### config.mk
export PLATFORM = sky130hd
export DESIGN_NAME = alu_txn_driver
export DESIGN_NICKNAME = d
export VERILOG_FILES = /design/src/rtl/alu_txn_pkg.sv /design/src/rtl/alu_txn_driver_stats.sv /design/src/rtl/alu_txn_driver.sv
export SDC_FILE = /design/constraint.sdc
export NUM_CORES = 1
export LEC_CHECK = 0
export CORE_MARGIN = 4
export CORE_UTILIZATION = 45
export DETAILED_ROUTE_END_ITERATION = 7
export PLACE_DENSITY = 0.78
export SYNTH_ARGS = -nofsm -noshare
export SYNTH_HDL_FRONTEND = slang
export SYNTH_SLANG_ARGS = --single-unit
### constraint.sdc
create_clock -name clk -period 5.7 [get_ports clk]
set_clock_uncertainty 0.1 [all_clocks]
set_input_delay 1.14 -clock clk [delete_from_list [all_inputs] [get_ports clk]]
set_output_delay 1.14 -clock clk [all_outputs]
set_load 0.005 [all_outputs]
### src/rtl/alu_txn_pkg.sv
// Shared types and constants for the ALU transaction driver.
// The opcode encoding matches the ECO'd 8-bit ALU netlist.
package alu_txn_pkg;

    typedef enum logic [1:0] {
        ST_IDLE = 2'd0,
        ST_WAIT = 2'd1,
        ST_RESP = 2'd2
    } state_e;

    localparam logic [1:0] OP_ADD = 2'd0;
    localparam logic [1:0] OP_SUB = 2'd1;
    localparam logic [1:0] OP_AND = 2'd2;
    localparam logic [1:0] OP_OR  = 2'd3;

    localparam int DEF_WIDTH = 8;
    localparam int DEF_OPW   = 2;
    localparam int DEF_TAGW  = 4;

    localparam logic [15:0] CNT_MAX = 16'hFFFF;

    // Saturating increment used by the overflow statistic.
    function automatic logic [15:0] sat_inc16(input logic [15:0] v);
        return (v == CNT_MAX) ? v : v + 16'd1;
    endfunction

endpackage

### src/rtl/alu_txn_driver_stats.sv
// Transaction statistics: completed-response count (wrapping) and
// overflowing-response count (saturating), both updated on the response handshake.
module alu_txn_stats
    import alu_txn_pkg::*;
(
    input  logic        clk,
    input  logic        rst_n,
    input  logic        hs_i,
    input  logic        ovf_i,
    output logic [15:0] txn_count_o,
    output logic [15:0] ovf_count_o
);

    logic [15:0] txn_q, txn_d;
    logic [15:0] ovf_q, ovf_d;

    always_comb begin
        txn_d = txn_q + 16'd1;
        ovf_d = ovf_i ? sat_inc16(ovf_q) : ovf_q;
    end

    always_ff @(posedge clk or negedge rst_n) begin
        if (!rst_n) begin
            txn_q <= '0;
            ovf_q <= '0;
        end else if (hs_i) begin
            txn_q <= txn_d;
            ovf_q <= ovf_d;
        end
    end

    assign txn_count_o = txn_q;
    assign ovf_count_o = ovf_q;

endmodule

### src/rtl/alu_txn_driver.sv
// Single-outstanding requester for the combinational ALU: registers operands,
// waits SETTLE cycles, captures the result and returns a tagged response.
module alu_txn_driver
    import alu_txn_pkg::*;
#(
    parameter int WIDTH  = DEF_WIDTH,
    parameter int OPW    = DEF_OPW,
    parameter int TAGW   = DEF_TAGW,
    parameter int SETTLE = 1
) (
    input  logic             clk,
    input  logic             rst_n,
    input  logic             cmd_valid,
    output logic             cmd_ready,
    input  logic [WIDTH-1:0] cmd_a,
    input  logic [WIDTH-1:0] cmd_b,
    input  logic [OPW-1:0]   cmd_op,
    input  logic [TAGW-1:0]  cmd_tag,
    input  logic             cmd_chk,
    input  logic [WIDTH-1:0] cmd_exp_y,
    output logic [WIDTH-1:0] alu_a,
    output logic [WIDTH-1:0] alu_b,
    output logic [OPW-1:0]   alu_op,
    input  logic [WIDTH-1:0] alu_y,
    input  logic             alu_overflow,
    output logic             rsp_valid,
    input  logic             rsp_ready,
    output logic [WIDTH-1:0] rsp_y,
    output logic             rsp_overflow,
    output logic [TAGW-1:0]  rsp_tag,
    output logic             rsp_mismatch,
    output logic [15:0]      txn_count,
    output logic [15:0]      ovf_count
);

    if (SETTLE < 1) begin : g_bad_settle
        $error("alu_txn_driver: SETTLE must be >= 1");
    end

    localparam int CW = (SETTLE > 1) ? $clog2(SETTLE) : 1;
    localparam logic [CW-1:0] CNT_LOAD = CW'(SETTLE - 1);

    state_e            state_q;
    logic [CW-1:0]     cnt_q;
    logic              cmd_ready_q;
    logic [WIDTH-1:0]  alu_a_q, alu_b_q;
    logic [OPW-1:0]    alu_op_q;
    logic [TAGW-1:0]   tag_q;
    logic              chk_q;
    logic [WIDTH-1:0]  exp_q;
    logic              rsp_valid_q;
    logic [WIDTH-1:0]  rsp_y_q;
    logic              rsp_ovf_q;
    logic [TAGW-1:0]   rsp_tag_q;
    logic              rsp_mm_q;
    logic              rsp_hs;

    assign rsp_hs = rsp_valid_q & rsp_ready;

    // cmd_ready is a registered copy of "in IDLE", so acceptance can never
    // coincide with the RESP->IDLE edge.
    always_ff @(posedge clk or negedge rst_n) begin
        if (!rst_n) begin
            state_q     <= ST_IDLE;
            cnt_q       <= '0;
            cmd_ready_q <= 1'b1;
            alu_a_q     <= '0;
            alu_b_q     <= '0;
            alu_op_q    <= '0;
            tag_q       <= '0;
            chk_q       <= 1'b0;
            exp_q       <= '0;
            rsp_valid_q <= 1'b0;
            rsp_y_q     <= '0;
            rsp_ovf_q   <= 1'b0;
            rsp_tag_q   <= '0;
            rsp_mm_q    <= 1'b0;
        end else begin
            case (state_q)
                ST_IDLE: begin
                    if (cmd_valid && cmd_ready_q) begin
                        alu_a_q     <= cmd_a;
                        alu_b_q     <= cmd_b;
                        alu_op_q    <= cmd_op;
                        tag_q       <= cmd_tag;
                        chk_q       <= cmd_chk;
                        exp_q       <= cmd_exp_y;
                        cnt_q       <= CNT_LOAD;
                        cmd_ready_q <= 1'b0;
                        state_q     <= ST_WAIT;
                    end
                end
                ST_WAIT: begin
                    if (cnt_q == '0) begin
                        rsp_y_q     <= alu_y;
                        rsp_ovf_q   <= alu_overflow;
                        rsp_tag_q   <= tag_q;
                        rsp_mm_q    <= chk_q && (alu_y != exp_q);
                        rsp_valid_q <= 1'b1;
                        state_q     <= ST_RESP;
                    end else begin
                        cnt_q <= cnt_q - 1'b1;
                    end
                end
                ST_RESP: begin
                    if (rsp_ready) begin
                        rsp_valid_q <= 1'b0;
                        cmd_ready_q <= 1'b1;
                        state_q     <= ST_IDLE;
                    end
                end
                default: begin
                    state_q     <= ST_IDLE;
                    cmd_ready_q <= 1'b1;
                    rsp_valid_q <= 1'b0;
                end
            endcase
        end
    end

    alu_txn_stats u_stats (
        .clk         (clk),
        .rst_n       (rst_n),
        .hs_i        (rsp_hs),
        .ovf_i       (rsp_ovf_q),
        .txn_count_o (txn_count),
        .ovf_count_o (ovf_count)
    );

    assign cmd_ready    = cmd_ready_q;
    assign alu_a        = alu_a_q;
    assign alu_b        = alu_b_q;
    assign alu_op       = alu_op_q;
    assign rsp_valid    = rsp_valid_q;
    assign rsp_y        = rsp_y_q;
    assign rsp_overflow = rsp_ovf_q;
    assign rsp_tag      = rsp_tag_q;
    assign rsp_mismatch = rsp_mm_q;

endmodule

==> flow_summary.toml, run 1 <==
[placed_design]
place_congestion = 0.758
dpl.hpwl_um = 5260
pre_cts_slack_ns = 2.39
place.port_buffers = 109

[grt]
grt_antenna_before_repair = 0
grt_usage_pct = 17.3
grt_pass1_wl_um = 12200
grt_max_degree = 82
overflow = 0
grt_pass1_vias = 2545

[yosys]
ys_ff_latch = 81
synth_warnings = 0
ys_seq_area_share_pct = 59.4
synth_edf_count = 0
synth.area.top_cells = "dfrtp_1 (59%), mux2_2 (16%), xor2_1 (5.6%)"
yosys.area.top_type = "dfrtp_1"
synth-main-ff-cell = "dfrtp_1"
synth_cell_type_count = 32
ys_async_sr_fraction_pct = 100
syn_inst = 258
netlist_area_um2 = 3410
netlist.area_leader.share_pct = 58.6
syn_avg_cell_area_um2 = 13.2
synthesis.nets = 304

[detailed_routing]
drc = 0
drt_iter0_drc = 80
drt-vias-per-instance = 4.99
route.antenna.remaining_nets = 0
routed_wl_um = 7320
wl_per_cell_um = 15.4
first_pass_iters = 4
via_count = 2377

[die]
io_pins = 110
row_count = 31
die_h_um = 95.1
die_w_um = 95.1
initial_utilization_pct = 46.6
core_um2 = 7330
die_area_um2 = 9050

[clock_network]
cts.sinks = 81
numCtsBuffers = 9
cts_buffer_depth = 2
cts_resized = 0
cts-root-buf = "clkbuf_8"
tritoncts = "built"
clk_pin_slew_worst_paths_ns = 0.08
cts-htree-levels = 3
post_cts_buffers = 0
cts_hold_buffers = 0
clock_latency_ns = 0.34

[timing]
whs_ns = 0.367
fin_crit_ns = 2.95
final-max-slew-violation-count = 0
setup_viol = 0
rsz0062_at_grt = "no"
finalHoldViolations = 0
worstMarginPinSlew_ns = 1.01
fmax_mhz = 339
fin_ws_ns = 2.75
max_slew_margin_pct = 32.7
finalSetupTns_ns = 0
min_period_over_period_pct = 51.8

[status]
status = "finished clean"

[cells_and_area]
n_antenna_cell = 0
area_growth_pct = 41.5
nFillCells = 568
nets = 419
layout-drive-gt1-share_pct = 19.4

[setup_path]
crit_required_ns = 5.82
cp_slowest_stage_delay_ns = 0.62
slowest_stage = "clkdlybuf4s50_1"
crit_fanout = 8
end_kind = "register"
startpoint_type = "input pin"
critPathKind = "input pin to register"
arrival_ns = 3.07
path_cells = "clkdlybuf4s50_1, nand3_2, or4b_4, nor3_1, mux2_2"

[min_path]
hp-class = "register to register"

[power_and_ir_drop]
leakagePower_nw = 2.14
ir_drop_mv = 0.244
power_mw = 1.97
power.density_nw_per_um2 = 407

[job]
maxCapViolCount = 0
placed cells by master, fill, tap and decap left out, types with 7 or more instances in the layout:
cell type / instances
clkdlybuf4s50_1: 108
dfrtp_1: 80
mux2_2: 47
xor2_1: 22
xnor2_1: 15
nor2_1: 13
nand2_1: 13
clkbuf_8: 10
nand3_1: 9
nor3_1: 9
nand4_1: 7
final timing paths:
path / endpoint / slack, ns / cells past startpoint / startpoint
max: u_stats.ovf_count_o[15]$_DFFE_PN0P_ / 2.75 / 5 / rsp_ready
min: u_stats.txn_count_o[15]$_DFFE_PN0P_ / 0.37 / 1 / u_stats.txn_count_o[15]$_DFFE_PN0P_
max reg2reg: u_stats.ovf_count_o[15]$_DFFE_PN0P_ / 3.69 / 4 / rsp_valid$_DFFE_PN0P_
min reg2reg: u_stats.txn_count_o[15]$_DFFE_PN0P_ / 0.37 / 1 / u_stats.txn_count_o[15]$_DFFE_PN0P_
max in group asynchronous: exp_q[7]$_DFFE_PN0P_ / 3.97 / 1 / rst_n
min in group asynchronous: alu_b[7]$_DFFE_PN0P_ / 0.86 / 1 / rst_n
layout make-up:
| class | instances | area (µm²) | area share, % |
|---|---|---|---|
| Tap cell | 99 | 124 | 2.56 |
| Sequential cell | 81 | 2030 | 42.0 |
| Inverter | 5 | 18.8 | 0.388 |
| Multi-Input combinational cell | 166 | 1350 | 27.9 |
| Timing Repair Buffer | 110 | 1100 | 22.7 |
| Clock buffer | 10 | 138 | 2.85 |
| Clock inverter | 5 | 80.1 | 1.66 |
per-layer routing:
metal	global-route usage, %	part of all wire, %	vias to the layer above
met3	7.50	8.4	8
li1	-	-	1123
met1	21.4	41	1181
met4	4.57	1.0	0
met5	0	0	-
met2	27.7	49	65
where the power goes:
group	switching [mW]	leakage, nW	internal [mW]
Combinational	0.176	1.01	0.431
Clock	0.201	0.104	0.256
Sequential	0.136	1.02	0.766
Total	0.514	2.14	1.45
sequential cells by signal, indices dropped and copies added (netlist names):
| name | flops |
|---|---|
| rsp_overflow | 1 |
| rsp_mismatch | 1 |
| rsp_tag | 4 |
| exp_q | 8 |
| rsp_valid | 1 |
| tag_q | 4 |
| cmd_ready | 1 |
| alu_op | 2 |
| state_q | 2 |
| u_stats.ovf_count_o | 16 |
| rsp_y | 8 |
| u_stats.txn_count_o | 16 |
| chk_q | 1 |
| alu_a | 8 |
| alu_b | 8 |
synthesized netlist by cell type (all sizes together) (2+ instances only):
cell / n
buf: 3
clkbuf: 3
nand2: 13
nand4: 8
mux2: 47
xor2: 22
nor2: 13
or3: 2
nor4: 6
nor3: 9
xnor2: 15
nor3b: 3
ha: 2
nand3: 10
o21ai: 3
nand2b: 2
dfrtp: 80
inv: 5
and3: 5
through the flow:
stage | cell area [µm²] | utilization [%] | std cells
after floorplan | 3410 | - | 258
after global placement | 4610 | 62.9 | 461
after detailed placement | 4610 | 62.9 | 461
after CTS | 4830 | 65.9 | 476
after global routing | 4830 | 65.9 | 476
final | 4830 | 65.9 | 476
worst max-delay path: cells and delay by family:
kind	cells	cell delay [ns]
simple gates	3	0.94
buf+inv	1	0.62
mux	1	0.36
kinds of logic after synthesis:
| family | count (synthesis) | synth area share (%) |
|---|---|---|
| buf+inv | 11 | 1.32 |
| flops | 81 | 59.4 |
| fa+ha+maj | 2 | 0.733 |
| mux | 47 | 15.5 |
| xor+xnor | 37 | 9.49 |
| compound gates | 5 | 0.806 |
| simple gates | 75 | 12.8 |
(Power assumes the default switching activity.)
==> run 2: changes to the inputs <==
==> constraint.sdc (replaced) <==
create_clock -name clk -period 3.06 [get_ports clk]
set_clock_uncertainty 0.1 [all_clocks]
set_input_delay 0.612 -clock clk [delete_from_list [all_inputs] [get_ports clk]]
set_output_delay 0.612 -clock clk [all_outputs]
set_load 0.005 [all_outputs]
==> run 2 against run 1 <==
Effect of this change: largest power group unchanged; final cell count grew 0.42%; critical path type unchanged; non-clock buffer count grew 1; sequential share of layout area is essentially flat; via count grew 1.1%; power grew 85%; critical endpoint unchanged; sequential cell count is the same; combinational power grew 86%; sequential power grew 85%; clock-buffer cell count is the same; worst setup slack lost 2.0 ns; clock power grew 81%.
==> flow_summary.toml, run 2 (same netlist as run 1, synthesis figures left out) <==
[die]
initial_utilization_pct = 46.6
core_um2 = 7330
io_pins = 110
row_count = 31
die_area_um2 = 9050
die_h_um = 95.1
die_w_um = 95.1

[detailed_routing]
drt_iter0_drc = 38
via_count = 2404
first_pass_iters = 4
drc = 0
route.antenna.remaining_nets = 0
wl_per_cell_um = 15.0
drt-vias-per-instance = 5.03
routed_wl_um = 7180

[setup_path]
path_cells = "clkdlybuf4s50_1, nand3_2, or4b_4, nor3_1, mux2_2"
timing.rr.start = "u_stats.ovf_count_o[0]$_DFFE_PN0P_"
slowest_stage = "or4b_4"
critPathKind = "input pin to register"
cp_top_family = "simple AND/OR/NAND/NOR gates"
path_buf_inv = 1
crit_fanout = 6
end_kind = "register"
cp_slowest_stage_delay_ns = 0.60
rr_worst_depth = 5
arrival_ns = 2.41
r2r_slack_ns = 1.07
crit_required_ns = 3.19
r2r_end = "u_stats.ovf_count_o[1]$_DFFE_PN0P_"
startpoint_type = "input pin"

[power_and_ir_drop]
intPower_mw = 2.69
switching_share_pct = 26.0
ir_drop_mv = 0.476
power.share.clock_pct = 22.8
power.density_nw_per_um2 = 751
p_sw_uw = 945
p_comb_share_pct = 31.1
pwr-share-seq_pct = 46.1
leakagePower_nw = 2.15

[clock_network]
cts_resized = 0
cts.sinks = 81
cts-htree-levels = 3
clock_latency_ns = 0.34
numCtsBuffers = 9
cts-root-buf = "clkbuf_8"
cts_buffer_depth = 2
clk_pin_slew_worst_paths_ns = 0.08
post_cts_buffers = 0
tritoncts = "built"
cts_hold_buffers = 0

[timing]
max_slew_margin_pct = 34.4
fmax_mhz = 439
finalHoldViolations = 0
setup_viol = 0
fin_ws_ns = 0.782
min_period_over_period_pct = 74.4
worstMarginPinSlew_ns = 0.984
final-max-slew-violation-count = 0
rsz0062_at_grt = "no"
finalSetupTns_ns = 0
fin_crit_ns = 2.28

[placed_design]
place_congestion = 0.755
dpl.hpwl_um = 5230
place.port_buffers = 109
pre_cts_slack_ns = 0.412

[grt]
grt_antenna_before_repair = 0
grt_max_degree = 82
grt_pass1_vias = 2588
grt_usage_pct = 17.3
grt_pass1_wl_um = 12200
overflow = 0

[status]
status = "finished clean"

[cells_and_area]
area_growth_pct = 41.6
n_antenna_cell = 0
final_cell_mix = "clkdlybuf4s50_1 (108), dfrtp_1 (80), mux2_2 (47), xor2_1 (22), xnor2_1 (15)"
final_common_cell = "clkdlybuf4s50_1"
nets = 420
layout-drive-gt1-share_pct = 19.5

[min_path]
hp-class = "input pin to async pin"

[job]
maxCapViolCount = 0
==> run 2: cell count changes in the layout (fill, tap and decap cells not counted) <==
cell and delta:
buf_4 +1, clkinv_2 +2, clkbuf_1 +1, clkinv_4 +1, clkbuf_8 -1, clkinvlp_4 -2
==> run 2: routing by layer <==
metal	wire length (µm)	vias to the layer above	global-route usage (%)
met1	2990	1183	21.7
met3	601	11	7.58
met2	3450	76	26.1
met4	144	0	7.21
met5	0	-	0
li1	-	1134	-
==> run 2: worst max path at each step <==
stage / end / slack (ns) / cells after the start / startpoint
after floorplan: u_stats.ovf_count_o[15]$_DFFE_PN0P_ / 1.07 / 4 / rsp_ready
after global placement: u_stats.ovf_count_o[15]$_DFFE_PN0P_ / 0.45 / 5 / rsp_ready
after detailed placement: u_stats.ovf_count_o[15]$_DFFE_PN0P_ / 0.41 / 5 / rsp_ready
after CTS: u_stats.ovf_count_o[15]$_DFFE_PN0P_ / 0.78 / 5 / rsp_ready
after global routing: u_stats.ovf_count_o[15]$_DFFE_PN0P_ / 0.73 / 5 / rsp_ready
final: u_stats.ovf_count_o[15]$_DFFE_PN0P_ / 0.78 / 5 / rsp_ready
==> run 2: layout make-up <==
cell class	count	area, µm²
Clock buffer	10	128
Clock inverter	6	83.8
Multi-Input combinational cell	166	1350
Sequential cell	81	2030
Fill cell	575	2500
Inverter	5	18.8
Tap cell	99	124
Timing Repair Buffer	111	1100
==> run 2: metrics by stage <==
| stage | instances | hold WS [ns] | cell area [µm²] | utilization (%) | power [mW] |
|---|---|---|---|---|---|
| global placement | 462 | 0.357 | 4620 | 63.0 | 2.80 |
| global route | 478 | 0.393 | 4830 | 65.9 | 3.87 |
| detailed placement | 462 | 0.358 | 4620 | 63.0 | 2.85 |
| floorplan | 258 | 0.216 | 3410 | - | 2.10 |
| CTS | 478 | 0.374 | 4830 | 65.9 | 3.68 |
| finish | 478 | 0.332 | 4830 | 65.9 | 3.63 |
==> run 2: power groups by stage <==
stage               Combinational [mW]  Sequential, mW  Clock [mW]
finish                            1.13            1.67       0.827
detailed placement                1.15            1.70           0
floorplan                        0.414            1.68           0
global route                      1.24            1.73       0.898
global placement                  1.12            1.67           0
CTS                               1.16            1.68       0.848
==> run 3: changes to the inputs <==
==> constraint.sdc (replaced) <==
create_clock -name clk -period 2.26 [get_ports clk]
set_clock_uncertainty 0.1 [all_clocks]
set_input_delay 0.452 -clock clk [delete_from_list [all_inputs] [get_ports clk]]
set_output_delay 0.452 -clock clk [all_outputs]
set_load 0.005 [all_outputs]
==> run 3 against run 2 <==
Effect of this change: combinational power increased by 37%; worst setup slack got worse by 0.58 ns; critical path type unchanged; clock-buffer cell count increased by 1; critical endpoint unchanged; non-clock buffer count increased by 8; sequential power increased by 36%; critical path depth unchanged; global-route usage increased by 0.33 points; sequential cell count unchanged.
==> flow_summary.toml, run 3 (same netlist as run 1, synthesis figures left out) <==
[status]
status = "finished clean"

[power_and_ir_drop]
ir_drop_mv = 0.556
power_mw = 4.97
intPower_mw = 3.66
p_comb_share_pct = 31.3
switching_share_pct = 26.3
power.share.clock_pct = 23.0
pwr-share-seq_pct = 45.7
leakagePower_nw = 2.18
p_sw_mw = 1.31
power.density_nw_per_um2 = 1010

[timing]
whs_ns = 0.371
fin_crit_ns = 2.06
finalHoldViolations = 0
rsz0062_at_grt = "no"
max_slew_margin_pct = 49.4
final-max-slew-violation-count = 0
fin_ws_ns = 0.202
finalSetupTns_ns = 0
fmax_mhz = 486
setup_viol = 0
worstMarginPinSlew_ns = 0.759
min_period_over_period_pct = 91.1

[setup_path]
crit_required_ns = 2.39
arrival_ns = 2.19
end_kind = "register"
startpoint_type = "input pin"
crit_fanout = 2
critPathKind = "input pin to register"

[cells_and_area]
area_growth_pct = 44.1
final_common_cell = "clkdlybuf4s50_1"
layout-drive-gt1-share_pct = 20.7
final_cell_mix = "clkdlybuf4s50_1 (108), dfrtp_1 (80), mux2_2 (47), xor2_1 (22), xnor2_1 (15)"
nFillCells = 539
fin_area_um2 = 4920
nets = 428
multi_input_area_um2 = 1350
regArea_um2 = 2030
n_antenna_cell = 0

[clock_network]
clk_pin_slew_worst_paths_ns = 0.08
clock_latency_ns = 0.34
cts_buffer_depth = 2
cts-root-buf = "clkbuf_8"
cts.sinks = 81
cts_resized = 0
cts-htree-levels = 3
tritoncts = "built"
numCtsBuffers = 9

[die]
io_pins = 110
core_um2 = 7330
die_h_um = 95.1
initial_utilization_pct = 46.6
row_count = 31
die_w_um = 95.1
die_area_um2 = 9050

[placed_design]
pre_cts_slack_ns = -0.154
place_congestion = 0.766
place.port_buffers = 109
dpl.hpwl_um = 5490
place_area_um2 = 4700

[grt]
grt_pass1_wl_um = 12200
grt_antenna_before_repair = 0
grt_usage_pct = 17.6
grt_max_degree = 61
grt_pass1_vias = 2556
overflow = 0

[detailed_routing]
drt-vias-per-instance = 4.94
drt_iter0_drc = 64
drc = 0
routed_wl_um = 7530
via_count = 2399
wl_per_cell_um = 15.5
route.antenna.remaining_nets = 0
first_pass_iters = 4

[job]
maxCapViolCount = 0

[min_path]
hp-class = "register to register"
-- run 3: cell types whose count changed in the layout (fill, tap and decap cells not counted) --
cell / before / now
buf_4: 3 / 8
buf_12: 0 / 2
clkinv_2: 3 / 1
clkinvlp_4: 0 / 2
clkbuf_1: 1 / 2
clkinv_4: 1 / 0
dlygate4sd3_1: 0 / 1
-- run 3: final cells by class --
class                      instances  share of cell area [%]
clock inverter                     5                    1.63
sequential                        81                    41.2
clock buffer                      11                    2.67
timing repair buffer             119                    24.2
inverter                           5                   0.381
multi-input combinational        166                    27.4
tap                               99                    2.52
-- run 3: per-layer routing --
layer  wire length (µm)  track usage, %  vias up
li1                   -               -     1145
met1               3130            21.9     1173
met2               3730            27.5       71
met3                558            6.24       10
met4                106            8.17        0
met5                  0               0        -
-- run 3: power by group through the flow --
stage                     Clock [mW]  Combinational [mW]  Sequential [mW]
after global placement             0                1.54             2.27
after floorplan                    0               0.561             2.28
after detailed placement           0                1.58             2.30
final                           1.14                1.55             2.27
after global routing            1.22                1.71             2.34
after CTS                       1.18                1.59             2.28
-- run 3: timing repair --
item                                    in CTS  in global routing
setup buffers                                0                  0
endpoints found under the hold margin       21                  0
endpoints found under the setup margin       0                  0
hold buffers                                 1                  0
-- run 3: critical path, cell delays in order --
cell and delay [ns]:
clkdlybuf4s50_1 0.51, nand3_2 0.09, or4b_4 0.55, nor3_1 0.22
mux2_2 0.37
-- run 3: stage by stage --
step | util [%] | instances
after floorplan | - | 258
after global placement | 64.1 | 469
after detailed placement | 64.1 | 469
after CTS | 67.1 | 486
after global routing | 67.1 | 486
final | 67.1 | 486
-- run 3: path summary, 6_finish.rpt --
path | from | depth (start not counted) | end | slack, ns
setup reg to reg | u_stats.ovf_count_o[2]$_DFFE_PN0P_ | 4 | u_stats.ovf_count_o[15]$_DFFE_PN0P_ | 0.30
min in group asynchronous | rst_n | 2 | alu_a[6]$_DFFE_PN0P_ | 0.44
hold reg to reg | u_stats.txn_count_o[15]$_DFFE_PN0P_ | 1 | u_stats.txn_count_o[15]$_DFFE_PN0P_ | 0.37
setup / recovery | rsp_ready | 5 | u_stats.ovf_count_o[15]$_DFFE_PN0P_ | 0.20
max in group asynchronous | rst_n | 3 | cmd_ready$_DFFE_PN1P_ | 0.97
hold / removal | u_stats.txn_count_o[15]$_DFFE_PN0P_ | 1 | u_stats.txn_count_o[15]$_DFFE_PN0P_ | 0.37
==> variant 1, RTL diff (flow settings as in run 3) <==
The package constant `DEF_TAGW` goes from 4 to 5.
--- a/src/rtl/alu_txn_pkg.sv
+++ b/src/rtl/alu_txn_pkg.sv
@@ -15,7 +15,7 @@
 
     localparam int DEF_WIDTH = 8;
     localparam int DEF_OPW   = 2;
-    localparam int DEF_TAGW  = 4;
+    localparam int DEF_TAGW  = 5;
 
     localparam logic [15:0] CNT_MAX = 16'hFFFF;
 
Interface: changed (resized cmd_tag and rsp_tag); port bits go from 110 to 112. No check against the original RTL was run, so the function may have changed too.
==> variant 1 against run 3 <==
- core utilization rose by 0.95 points
- cell area rose by 2.5%
- critical path depth fell by 4
- synthesized area grew 2.3%
- worst setup slack improved by 71 ps
- total power up 2.7%
- wire length decreased by 1.3%
- count of clock-buffer cells in the layout is the same
- sequential cell count grew 2
- critical path type is now register to primary output
- critical endpoint is now cmd_ready
- largest cell class unchanged
==> variant 1: results (changes against run 3) <==
\begin{tabular}{lr}
\hline
Metric & Value \\
\hline
\multicolumn{2}{l}{\textbf{Outcome}} \\
Outcome & finished, final reports clean \\
\multicolumn{2}{l}{\textbf{Power and ir drop}} \\
Leakage power of the design & 2.231 nW (+2.2\%) \\
Worst IR drop on VDD & 0.7113 mV (+28\%) \\
\multicolumn{2}{l}{\textbf{Worst setup path}} \\
Reg-to-reg critical path startpoint & u\_stats.ovf\_count\_o[0]\$\_DFFE\_PN0P\_ \\
Crit path from & cmd\_ready\$\_DFFE\_PN1P\_ \\
R2r worst-path depth & 5 (+1) \\
Register-to-register path setup slack & 410 ps (+110 ps) \\
Maximum fanout encountered on the critical timing path & 4 (+2) \\
\multicolumn{2}{l}{\textbf{Yosys}} \\
Proportion of synthesized area in mux cells & 15.47\% (-0.033 points) \\
Post-synth cell types & 36 (+13\%) \\
Most numerous cell types in the synthesized netlist & sky130\_fd\_sc\_hd\_\_dfrtp\_1 (82), sky130\_fd\_sc\_hd\_\_mux2\_2 (48), sky130\_fd\_sc\_hd\_\_xor2\_1 (21) \\
Synth Area in Compound Gates & 1.074\% (+0.27 points) \\
Adder-cell share of the synthesized area & 0.7161\% (-0.017 points) \\
Sequential share of the synthesized area & 59.47\% (+0.071 points) \\
\multicolumn{2}{l}{\textbf{STA}} \\
Max-Slew Margin vs Limit & 73.78\% (+24 points) \\
Worst Hold Slack & 376.9 ps (+6.042 ps) \\
\multicolumn{2}{l}{\textbf{GRT}} \\
Overall track demand over capacity in global routing & 17.69\% (+0.072 points) \\
Largest net degree at the start of global routing & 38 (-38\%) \\
Number of antenna violations at the first check in global routing & 1 (+1) \\
Global-route wire length before repair & 12480 µm (+1.9\%) \\
\multicolumn{2}{l}{\textbf{Place}} \\
DP Cell Count & 473 (+0.85\%) \\
\multicolumn{2}{l}{\textbf{Finish}} \\
Fillers & 530 (-1.7\%) \\
Layout cell share with drive strength beyond 1 & 22.31\% (+1.6 points) \\
\multicolumn{2}{l}{\textbf{Routing}} \\
Via count & 2389 (-0.42\%) \\
Overall routed net length & 7433 µm (-1.3\%) \\
\hline
\end{tabular}
## variant 1: cells by family after synthesis
family,after synthesis
DFF,83
and+or+nand+nor,74
muxes,48
xor gates and xnor gates,37
buffers and inverters,7
AOI/OAI and AO/OA,6
adders and majority gates,2
## variant 1: area by class of cell
class | count | area [µm²] | share of cell area [%]
clock buffer | 11 | 141.4 | 2.803
clock inverter | 4 | 75.07 | 1.488
inverter | 2 | 7.507 | 0.1488
multi-input combinational | 167 | 1391 | 27.59
sequential | 83 | 2078 | 41.21
tap | 99 | 123.9 | 2.456
timing repair buffer | 123 | 1226 | 24.31
## variant 1: metrics by stage
stage,cell area [µm²],setup WS (ps)
2_1_floorplan,3495,457.7
3_5_place_dp,4817,48.45
6_report,5044,273.0
5_1_grt,5044,198.9
3_3_place_gp,4817,62.08
4_1_cts,5044,251.0
## variant 1: power by group
part	internal [W]	switching (W)	total, W
logic	0.00114	0.000470	0.00161
clock network	0.000647	0.000508	0.00116
registers	0.00198	0.000350	0.00234
## variant 1: worst paths after layout
check                                                 endpoint
max reg2reg                u_stats.ovf_count_o[12]$_DFFE_PN0P_
min reg2reg                u_stats.txn_count_o[15]$_DFFE_PN0P_
max                                                  cmd_ready
min in group asynchronous                alu_op[1]$_DFFE_PN0P_
max in group asynchronous  u_stats.ovf_count_o[11]$_DFFE_PN0P_
min                        u_stats.txn_count_o[15]$_DFFE_PN0P_
## variant 1: routing by layer
metal | track usage, % | vias up | wire [µm]
li1 | - | 1156 | -
met1 | 21.79 | 1142 | 3165
met2 | 27.37 | 79 | 3431
met3 | 8.444 | 10 | 747
met4 | 5.687 | 2 | 75
met5 | 0 | - | 12
==> variant 2, RTL diff (config.mk and constraints of run 3) <==
Without the edit above. Encoding of `state_e`: now one-hot (3 bits for 3 states).
--- a/src/rtl/alu_txn_pkg.sv
+++ b/src/rtl/alu_txn_pkg.sv
@@ -2,10 +2,10 @@
 // The opcode encoding matches the ECO'd 8-bit ALU netlist.
 package alu_txn_pkg;
 
-    typedef enum logic [1:0] {
-        ST_IDLE = 2'd0,
-        ST_WAIT = 2'd1,
-        ST_RESP = 2'd2
+    typedef enum logic [2:0] {
+        ST_IDLE = 3'b001,
+        ST_WAIT = 3'b010,
+        ST_RESP = 3'b100
     } state_e;
 
     localparam logic [1:0] OP_ADD = 2'd0;
Function: no difference found for any inputs over 10 cycles, from zero or initial values and one cycle with rst_n low; not proved beyond that.
==> variant 2 against run 3 <==
- total power increased by 6.3%
- worst setup slack better by 79 ps
- sequential cell count is 1 higher
- combinational power up 17%
- non-clock buffer count shrank 1
- sequential share of layout area fell by 0.28 points
- critical endpoint is now cmd_ready
- hold slack improved by 12 ps
- wire length decreased by 2.1%
- synthesized area up 3.1%
- cell area up 2.0%
==> variant 2: results (changes against run 3) <==
\begin{tabular}{lr}
\hline
Metric & Value \\
\hline
\multicolumn{2}{l}{\textbf{Routing}} \\
Routed wire per std cell & 14.84 µm (-4.3\%) \\
Drt initial violations & 63 (-1.6\%) \\
Via count & 2543 (+6.0\%) \\
\multicolumn{2}{l}{\textbf{Yosys}} \\
Adder-cell share of the synthesized area & 0.7110\% (-0.022 points) \\
Synth Area in Compound Gates & 2.915\% (+2.1 points) \\
Sequential share of the synthesized area & 58.37\% (-1.0 points) \\
Syn\_nets & 315 (+3.6\%) \\
Proportion of synthesized area in mux cells & 15.14\% (-0.36 points) \\
Top cells by area, synth & sky130\_fd\_sc\_hd\_\_dfrtp\_1 (57\%), sky130\_fd\_sc\_hd\_\_mux2\_2 (14\%), sky130\_fd\_sc\_hd\_\_xnor2\_1 (6.0\%) \\
Post-Synth XOR/XNOR Area & 8.461\% (-1.0 points) \\
Most numerous cell types in the synthesized netlist & sky130\_fd\_sc\_hd\_\_dfrtp\_1 (80), sky130\_fd\_sc\_hd\_\_mux2\_2 (45), sky130\_fd\_sc\_hd\_\_xnor2\_1 (24) \\
Post-synth cell types & 42 (+31\%) \\
\multicolumn{2}{l}{\textbf{STA}} \\
Max-Slew Margin vs Limit & 64.22\% (+15 points) \\
\multicolumn{2}{l}{\textbf{Power and ir drop}} \\
Leakage power of the design & 2.123 nW (-2.8\%) \\
Worst IR drop on VDD & 0.5578 mV (+0.38\%) \\
\multicolumn{2}{l}{\textbf{Finish}} \\
Nets & 440 (+2.8\%) \\
Layout cell share with drive strength beyond 1 & 20.35\% (-0.32 points) \\
Non-filler cells, final & 497 (+2.3\%) \\
\multicolumn{2}{l}{\textbf{GRT}} \\
Global-route wire length before repair & 12020 µm (-1.9\%) \\
Vias in the first global route & 2631 (+2.9\%) \\
Largest net degree at the start of global routing & 43 (-30\%) \\
\multicolumn{2}{l}{\textbf{Place}} \\
HPWL Detailed & 5413 µm (-1.3\%) \\
DP Cell Count & 481 (+2.6\%) \\
Routability cong. & 0.7840 (+2.4\%) \\
\multicolumn{2}{l}{\textbf{Outcome}} \\
Outcome & finished, final reports clean \\
\multicolumn{2}{l}{\textbf{Worst setup path}} \\
Worst path top cell family by delay & flip-flops \\
Crit path from & cmd\_ready\$\_DFFE\_PN1P\_ \\
Worst EP arrival & 1430 ps (-760 ps) \\
Reg-to-reg critical path startpoint & state\_q[0]\$\_DFFE\_PN1P\_ \\
Reg2Reg Capture Point & alu\_a[2]\$\_DFFE\_PN0P\_ \\
Register-to-register path setup slack & 390 ps (+90 ps) \\
R2r worst-path depth & 5 (+1) \\
Maximum fanout encountered on the critical timing path & 4 (+2) \\
\hline
\end{tabular}
[variant 2: cells by family (layout without fill, tap and decap cells)]
logic type | count (synthesis) | count (layout)
multiplexers | 47 | 47
buffers and inverters | 7 | 136
AND/OR/NAND/NOR | 80 | 80
flip-flops | 82 | 82
AO/OA/AOI/OAI | 17 | 17
XOR/XNOR | 34 | 34
adder cells (fa/ha/maj) | 2 | 2
[variant 2: routing by layer]
layer,GRT usage (%),share of wire (%)
met5,0,0
met2,26.44,48
met4,4.907,0.87
met1,20.83,42
met3,7.049,9.3
[variant 2: through the flow]
stage                     cell area, µm²  setup WS (ps)  hold slack (ps)
after CTS                           5019          261.7            389.1
after detailed placement            4790          49.86            369.1
after global routing                5019          224.8            412.3
after floorplan                     3520          526.3            56.41
after global placement              4790          81.57            365.9
final                               5019          280.9            383.1
[variant 2: how the worst min path moves through the flow]
stage                                                to  slack [ps]
global route        u_stats.txn_count_o[15]$_DFFE_PN0P_         410
CTS                 u_stats.txn_count_o[15]$_DFFE_PN0P_         390
detailed placement                 rsp_y[0]$_DFFE_PN0P_         370
floorplan                          alu_a[0]$_DFFE_PN0P_          60
global placement                   rsp_y[0]$_DFFE_PN0P_         370
finish              u_stats.txn_count_o[15]$_DFFE_PN0P_         380
[variant 2: cell type report]
cell class | instances | share of cell area [%]
Clock buffer | 13 | 3.166
Clock inverter | 2 | 1.197
Inverter | 3 | 0.2244
Sequential cell | 82 | 40.94
Multi-Input combinational cell | 180 | 28.42
Timing Repair Buffer | 118 | 23.59
Tap cell | 99 | 2.468
[variant 2: what timing repair did]
item	in CTS	in global routing
endpoints found under the hold margin	3	0
gates resized for setup	0	0
buffers inserted	0	0
hold buffers	1	0
[variant 2: report_power, final]
part	switching, W	internal [W]
registers	0.000323	0.00197
clock network	0.000489	0.000679
logic	0.000579	0.00123
